`src/rtl/asip_pkg.sv`:
```
// Shared types and constants for the MAX/MIN/AVG ASIP: sequencer states,
// memory geometry used by the ControlUnit and the HALT opcode.
package asip_pkg;

   localparam int unsigned ASIP_ADDR_W = 8;
   localparam int unsigned ASIP_DATA_W = 8;

   localparam logic [3:0] OP_HALT = 4'hF;

   typedef enum logic [2:0] {
      IDLE,
      CORE_RST,
      RUN,
      DONE,
      ERR
   } seq_state_t;

   // Host owns the shared memory whenever the core is not being reset or run.
   function automatic logic host_owns(input seq_state_t s);
      return (s == IDLE) || (s == DONE) || (s == ERR);
   endfunction

endpackage

```
`src/rtl/asip_run_counter.sv`:
```
// Job timing for the run sequencer: core-reset countdown, saturating
// RUN-cycle counter and the watchdog compare.
module asip_run_counter #(
   parameter int unsigned CNT_W      = 16,
   parameter int unsigned RST_CYCLES = 2,
   parameter int unsigned WDT_CYCLES = 4096
) (
   input  logic             clk,
   input  logic             rst,
   input  logic             clear,
   input  logic             enable,
   input  logic             load,
   output logic [CNT_W-1:0] count,
   output logic             rst_done,
   output logic             wdt_hit
);

   localparam int unsigned RC_W = (RST_CYCLES > 1) ? $clog2(RST_CYCLES) : 1;

   logic [CNT_W-1:0] count_q, count_d;
   logic [RC_W-1:0]  rc_q, rc_d;

   always_comb begin
      count_d = count_q;
      rc_d    = rc_q;
      if (clear) begin
         count_d = '0;
      end else if (enable && (count_q != '1)) begin
         count_d = count_q + CNT_W'(1);
      end
      if (load) begin
         rc_d = RC_W'(RST_CYCLES - 1);
      end else if (rc_q != '0) begin
         rc_d = rc_q - RC_W'(1);
      end
   end

   always_ff @(posedge clk) begin
      if (rst) begin
         count_q <= '0;
         rc_q    <= '0;
      end else begin
         count_q <= count_d;
         rc_q    <= rc_d;
      end
   end

   assign count    = count_q;
   assign rst_done = (rc_q == '0);
   // Fires in the RUN cycle whose increment brings the count to WDT_CYCLES.
   assign wdt_hit  = (64'(count_q) + 64'd1) >= 64'(WDT_CYCLES);

endmodule

```
`src/rtl/asip_run_sequencer.sv`:
```
// Run controller and memory arbiter for the ASIP: sequences host preload,
// core reset, core run, halt/watchdog and readback over one shared memory.
module asip_run_sequencer
   import asip_pkg::*;
#(
   parameter int unsigned ADDR_W     = ASIP_ADDR_W,
   parameter int unsigned DATA_W     = ASIP_DATA_W,
   parameter int unsigned RST_CYCLES = 2,
   parameter int unsigned WDT_CYCLES = 4096,
   parameter int unsigned CNT_W      = 16
) (
   input  logic              CLK,
   input  logic              RESET,
   input  logic              Start,
   output logic              Busy,
   output logic              Done,
   output logic              Error,
   output logic [CNT_W-1:0]  Run_cycles,
   input  logic              Host_req,
   input  logic              Host_we,
   input  logic [ADDR_W-1:0] Host_addr,
   input  logic [DATA_W-1:0] Host_wdata,
   output logic              Host_grant,
   output logic [DATA_W-1:0] Host_rdata,
   output logic              Host_rvalid,
   output logic              Core_reset,
   output logic              Core_run,
   input  logic              Core_halt,
   input  logic [ADDR_W-1:0] Core_addr,
   input  logic [DATA_W-1:0] Core_wdata,
   input  logic              Core_we,
   output logic [DATA_W-1:0] Core_rdata,
   output logic [ADDR_W-1:0] Mem_addr,
   output logic [DATA_W-1:0] Mem_wdata,
   output logic              Mem_we,
   input  logic [DATA_W-1:0] Mem_rdata
);

   seq_state_t state_q, state_d;

   logic              host_sel;
   logic              job_start;
   logic              cnt_enable;
   logic              rst_done;
   logic              wdt_hit;
   logic              rvalid_q, rvalid_d;
   logic              fresh_q, fresh_d;
   logic [DATA_W-1:0] rdata_q, rdata_d;

   asip_run_counter #(
      .CNT_W      (CNT_W),
      .RST_CYCLES (RST_CYCLES),
      .WDT_CYCLES (WDT_CYCLES)
   ) u_run_counter (
      .clk      (CLK),
      .rst      (RESET),
      .clear    (job_start),
      .enable   (cnt_enable),
      .load     (job_start),
      .count    (Run_cycles),
      .rst_done (rst_done),
      .wdt_hit  (wdt_hit)
   );

   always_ff @(posedge CLK) begin
      if (RESET) begin
         state_q <= IDLE;
      end else begin
         state_q <= state_d;
      end
   end

   always_comb begin
      state_d = state_q;
      case (state_q)
         IDLE, DONE, ERR: if (Start) state_d = CORE_RST;
         CORE_RST:        if (rst_done) state_d = RUN;
         RUN: begin
            if (Core_halt) begin
               state_d = DONE;
            end else if (wdt_hit) begin
               state_d = ERR;
            end
         end
         default:         state_d = IDLE;
      endcase
   end

   always_comb begin
      host_sel   = host_owns(state_q);
      Busy       = (state_q == CORE_RST) || (state_q == RUN);
      Done       = (state_q == DONE);
      Error      = (state_q == ERR);
      Core_reset = (state_q == IDLE) || (state_q == CORE_RST);
      Core_run   = (state_q == RUN);
      cnt_enable = (state_q == RUN);
      job_start  = host_sel && Start;
      Host_grant = host_sel && Host_req && !RESET;
      Mem_addr   = Core_addr;
      Mem_wdata  = Core_wdata;
      Mem_we     = 1'b0;
      if (host_sel) begin
         Mem_addr  = Host_addr;
         Mem_wdata = Host_wdata;
         Mem_we    = Host_req && Host_we && !RESET;
      end else if (state_q == RUN) begin
         Mem_we    = Core_we && !RESET;
      end
   end

   // Read return: fresh_q marks the cycle the macro presents the granted
   // read; the data is forwarded then and held in rdata_q afterwards.
   always_comb begin
      rvalid_d = rvalid_q;
      fresh_d  = 1'b0;
      rdata_d  = rdata_q;
      if (fresh_q) rdata_d = Mem_rdata;
      if (Host_grant) begin
         rvalid_d = !Host_we;
         fresh_d  = !Host_we;
      end
   end

   always_ff @(posedge CLK) begin
      if (RESET) begin
         rvalid_q <= 1'b0;
         fresh_q  <= 1'b0;
         rdata_q  <= '0;
      end else begin
         rvalid_q <= rvalid_d;
         fresh_q  <= fresh_d;
         rdata_q  <= rdata_d;
      end
   end

   assign Host_rvalid = rvalid_q;
   assign Host_rdata  = fresh_q ? Mem_rdata : rdata_q;
   assign Core_rdata  = Mem_rdata;

endmodule

```
`config.mk`:
```
export PLATFORM = sky130hd
export DESIGN_NAME = asip_run_sequencer
export DESIGN_NICKNAME = d
export VERILOG_FILES = /design/src/rtl/asip_pkg.sv /design/src/rtl/asip_run_counter.sv /design/src/rtl/asip_run_sequencer.sv
export SDC_FILE = /design/constraint.sdc
export NUM_CORES = 1
export LEC_CHECK = 0
export BUFFER_PORTS_ARGS = -buffer_cell sky130_fd_sc_hd__buf_2
export CAP_MARGIN = 10
export CORE_MARGIN = 5
export CORE_UTILIZATION = 25
export CTS_CLUSTER_DIAMETER = 60
export DETAILED_ROUTE_END_ITERATION = 8
export PLACE_DENSITY = 0.51
export SYNTH_ARGS = -nofsm -noshare
export SYNTH_HDL_FRONTEND = slang
export SYNTH_SLANG_ARGS = --single-unit
```
`constraint.sdc`:
```
create_clock -name CLK -period 1.6 [get_ports CLK]
set_input_delay 0.08 -clock CLK [delete_from_list [all_inputs] [get_ports CLK]]
set_output_delay 0.08 -clock CLK [all_outputs]
set_load 0.03 [all_outputs]
```
=== Word-level counts from Yosys, hierarchy flattened ===
Cells that the tools add are included.
Widths: inputs -> output; s select.

* Register bits: 30
* Input port bits: 47
* Output and inout port bits: 56

* Bitwise logic cells: 1
* Equality and inequality tests: 8
* Reduce and logical (&&, ||, !) cells: 18
* $lt $le $gt $ge: 1
* Mux-type cells: 12
* Add/sub/neg operators: 3

{| class="wikitable"
|+ Operator list
! cell !! count
|-
| $ge 64x13->1 const B || 1
|-
| $mux 8 || 3
|-
| $add 16x1->17 const B || 1
|-
| $add 16x1->16 const B || 1
|-
| $ne 16x16->1 const B || 1
|-
| $mux 3 || 4
|-
| $pmux 3 s3 || 1
|-
| $logic_and 1x1->1 || 7
|-
| $eq 3x2->1 const B || 2
|-
| $logic_or 1x1->1 || 4
|-
| $mux 1 || 4
|-
| $ne 2x2->1 const B || 2
|-
| $reduce_or 2->1 || 2
|-
| $eq 3x1->1 const B || 1
|-
| $eq 3x3->1 const B || 1
|-
| $logic_not 3->1 || 1
|-
| $ne 3x3->1 const B || 1
|-
| $reduce_and 3->1 || 1
|-
| $reduce_or 3->1 || 1
|-
| $logic_not 1->1 || 2
|-
| $not 1->1 || 1
|-
| $sub 1x1->1 const B || 1
|}

=== Depth between registers and ports, before layout ===
* Depth after elaboration: 7
* Depth in mapped cells: 7

=== Modules after synthesis ===
A second synthesis with hierarchy kept.

* Cell total of the unflattened synthesis: 203
* Area total of the unflattened synthesis: 1809.2 sq um

{| class="wikitable"
|+ Modules (own cells, without submodules)
! module !! times used !! cells an instance !! area an instance (sq um)
|-
| asip_run_sequencer || 1 || 98 || 920.9
|-
| asip_run_counter || 1 || 105 || 888.4
|}

=== Worst setup path before layout ===
Ideal clock, no wire load.

* Path type: register to output
* From: register state_q[0]
* To: output port Mem_we
* Slack: -324 ps
* Buffers on the path: 2
* Cell stages (with the launch flop): 7
* Arrival time: 1844 ps
* Cells stage by stage: dfxtp_1 > buf_6 > and3b_1 > or2_0 > clkbuf_1 > a32oi_1 > nor2_1

* Cells in the longest elaborated chain, start to end: 4
* Elaborated cells between the ends (all ways): 8
* Those cells by class: eq/ne: 3; mux: 2; reduce/logical: 3

{| class="wikitable"
|+ Ends and longest elaborated chain
! what !! RTL line !! text
|-
| start, declared || asip_run_sequencer.sv:39 || <nowiki>seq_state_t state_q, state_d;</nowiki>
|-
| start signal, assigned || asip_run_sequencer.sv:69 || <nowiki>state_q <= state_d;</nowiki>
|-
| $eq 3x2->1 || n/a ||
|-
| via Done || asip_run_sequencer.sv:16 || <nowiki>output logic Done,</nowiki>
|-
| $logic_or 1x1->1 (2 in a row) || asip_pkg.sv:20 || <nowiki>return (s == IDLE) || (s == DONE) || (s == ERR);</nowiki>
|-
| $mux 1 || asip_run_sequencer.sv:102 || <nowiki>if (host_sel) begin</nowiki>
|-
| end, declared || asip_run_sequencer.sv:35 || <nowiki>output logic Mem_we,</nowiki>
|}

The timed path passes the listed nets, and every way through them passes these cells.

=== Worst setup path after layout ===
* From: register state_q[1]
* To: output port Mem_addr[5]

* Cells in the longest elaborated chain, start to end: 4
* Elaborated cells between the ends (all ways): 6
* Those cells by class: eq/ne: 2; mux: 1; reduce/logical: 3

{| class="wikitable"
|+ Ends and longest elaborated chain
! what !! RTL line !! text
|-
| $eq 3x2->1 / $logic_not 3->1 (equally long branches) || asip_pkg.sv:20 ||
|-
| $logic_or 1x1->1 || asip_pkg.sv:20 ||
|-
| $logic_or 1x1->1 * || asip_pkg.sv:20 ||
|-
| $mux 8 * || asip_run_sequencer.sv:102 ||
|-
| end, declared || asip_run_sequencer.sv:33 || <nowiki>output logic [ADDR_W-1:0] Mem_addr,</nowiki>
|}

Every way passes the cells marked *; elsewhere a longest branch is shown, timed or not.

==> results.md <==
- RSZ-0062 raised after global routing: yes
- Crit-path max FO: 17
- Layout area overhead: 77.7%
- Slowest stage delay, CP: 310 ps
- Fraction of layout cells with a size suffix above 1: 62.5%
- Mean post-synth cell area: 7.92 µm²
- CP delay by family, top: simple AND/OR/NAND/NOR gates
- Mapped Cells: 234
- DRT iter0 DRCs: 35
- CP max-delay cell: dfxtp_1
- Mapped Area: 1850 µm²
- Input/output buffers: 102
- Endpoints failing hold: 0
- Final GP Congestion: 0.761
- Core Box Area: 7250 µm²
- Critical Path End Type: output port
- LEAKAGE: 1.64 nW
- Final Util: 45.4%
- Max Slew Vio Count: 0
- # diodes: 0
- Slew HR: 75.8%
- Post-placement cell area: 2720 µm²
- DR pass1 iterations: 4
- Worst Max-Slew Pin Slew: 362 ps
- Critical path startpoint category: register
- Seq/Total Area, Yosys: 32.4%
- Final worst path period need: 1730 ps
- Status: finished with violations
- Routed wire length: 6.32 mm
- Buf/Inv on CP: 3
- Clock sink count: 30
- Kind of critical path: register to output port
- Clock tree buffer depth: 2
- Vias per cell: 4.36
- Maxcap violations: 0
- Fin area: 3300 µm²
- Largest family of logic cells by synthesized area: simple AND/OR/NAND/NOR gates
- Post-Layout Cell Count: 467
- Unique masters post-synth: 44
- WL/cell: 13.5 µm
- Crit path arrival time: 1650 ps
- Post-route ant nets: 0
- Power Dens Cells: 875 nW/µm²
- Ys flop type: dfxtp_1
- HPWL Detailed: 4.33 mm
- Largest net degree at the start of global routing: 20
- Initial core utilization: 25.6%
- Synth Net Count: 283
- Worst path cell trace: buf_6 -> and3b_2 -> or2_4 -> buf_12 -> nand2_2 -> nand2_1 -> buf_6
- Synth Area in XOR/XNOR: 7.09%
- Num CTS Buffers: 5
- Synth warnings: 0
- Failing checks: negative setup slack
- Die height: 96.1 µm
- Compound-Gate Fraction of Synth Area: 11.3%
- VDD IR-drop max: 386 µV
- Critical Path Most Common Cell: buf_6
- CTS tree: built
- Clk Latency, worst-skew pair: 290 ps
- Setup ws final: -126 ps
- Drc violations: 0
- Row count: 31
- Hold WS: 31.5 ps
- Final period util: 108%
- Post-synthesis mux area share: 5.40%
- Post-Synth Simple-Gate Area: 34.2%
- Die footprint: 9240 µm²
- Clock slew at reported path FFs: 70 ps
- FMAX: 579 MHz
- Global Route Usage Sum: 12.3%
- Initial antenna violation count: 0
- Final nets: 416
- H-tree depth: 2
- Die width: 96.1 µm
- Final Setup Violations: 25
- Vias in the first global route: 1895
- Clock Skew: 5.14 ps
- Worst min path class: input port to register
- Congestion Overflow GR: 0
- Root buf cell: clkbuf_8
- Post-Synth Adder-Cell Area: 1.35%
- First-pass GRT wire length: 8.88 mm
- Ports: 103
- Seq cells post-synth: 30
- Power, Total: 2.89 mW
- Asr flop ratio synth: 0%
- Vias: 2038
- Inst Count DP: 447
- Number of synthesized flops with an enable pin: 0
- Worst path required time: 1520 ps
Yosys cell counts, drive strengths merged, types with 2 or more instances:
library cell	number	area [µm²]
xnor2	3	26.3
o2111ai	3	26.3
buf	14	111
and2	3	18.8
and3	3	18.8
dfxtp	30	601
mux2	8	90.1
nor2	31	116
nand4	4	40.0
o211ai	3	37.5
a21oi	5	25.0
nor4	4	55.1
nand2	52	195
nand3	7	47.6
nor3	6	30.0
a31oi	2	12.5
ha	2	25.0
or3	2	12.5
xor2	12	105
inv	3	11.3
nor2b	9	56.3
clkbuf	7	26.3
o21ai	7	42.5
where the power goes:
part	internal, mW	leakage [nW]	switching, mW
clock	0.538	0.0678	0.310
sequential	0.750	0.257	0.0182
combinational	0.550	1.31	0.719
total	1.84	1.64	1.05
layer usage:
layer	part of all wire, %	track usage, %	routed length [µm]	vias up
li1	-	-	-	1052
met1	41	15.7	2620	921
met2	51	19.5	3200	52
met3	6.0	3.05	378	13
met4	2.0	5.21	125	0
met5	0	0	0	-
metrics by stage:
stage | setup TNS (ps) | setup WS, ps
6_report | -1820 | -126
3_3_place_gp | -13.9 | -13.9
4_1_cts | -1860 | -118
5_1_grt | -4120 | -188
2_1_floorplan | -27.9 | -27.9
3_5_place_dp | -121 | -38.1
sequential cells by signal, indices dropped and copies added (netlist names):
signal               flops
u_run_counter.rc_q       1
Host_rvalid              1
state_q                  3
u_run_counter.count     16
rdata_q                  8
fresh_q                  1
final cells by class:
class | instances | area, µm²
Clock buffer | 8 | 133
Tap cell | 99 | 124
Multi-Input combinational cell | 179 | 1310
Inverter | 4 | 27.5
Fill cell | 720 | 3960
Timing Repair Buffer | 147 | 1040
Sequential cell | 30 | 663
placed cells by master (no fill, tap or decap), types with 3 or more instances in the layout:
cell type,instances
a21oi_1,5
and2_1,3
and3_1,3
buf_2,83
buf_4,34
buf_6,26
clkbuf_16,3
clkbuf_8,6
dfxtp_1,12
dfxtp_4,16
inv_1,3
mux2_2,8
nand2_1,45
nand2_2,6
nand3_1,5
nand4_1,3
nor2_1,18
nor2_2,11
nor2b_1,9
nor3_1,4
nor4_4,4
o211ai_2,3
o21ai_2,3
xor2_1,12
what timing repair did:
action / CTS / global route
buffers inserted: 0 / 9
hold endpoints to repair: 1 / 0
pin swaps: 2 / 13
cloned: 1 / 1
hold buffers: 1 / 0
setup endpoints to repair: 28 / 35
gates resized for setup: 51 / 42
cell families (layout without fill, tap and decap cells):
family	after synthesis	after routing
simple gates	126	126
flops	30	30
fa+ha+maj	2	2
mux	9	9
buf+inv	25	159
xor+xnor	15	15
compound gates	27	27
worst paths after layout:
check         startpoint                       to  slack [ps]  cells past startpoint
max           state_q[1]              Mem_addr[5]        -130                      7
min            Core_halt               state_q[1]          30                      2
max reg2reg   state_q[2]  u_run_counter.count[11]         -40                      5
min reg2reg  Host_rvalid              Host_rvalid         560                      2
Power figures use the tool's default switching activity.
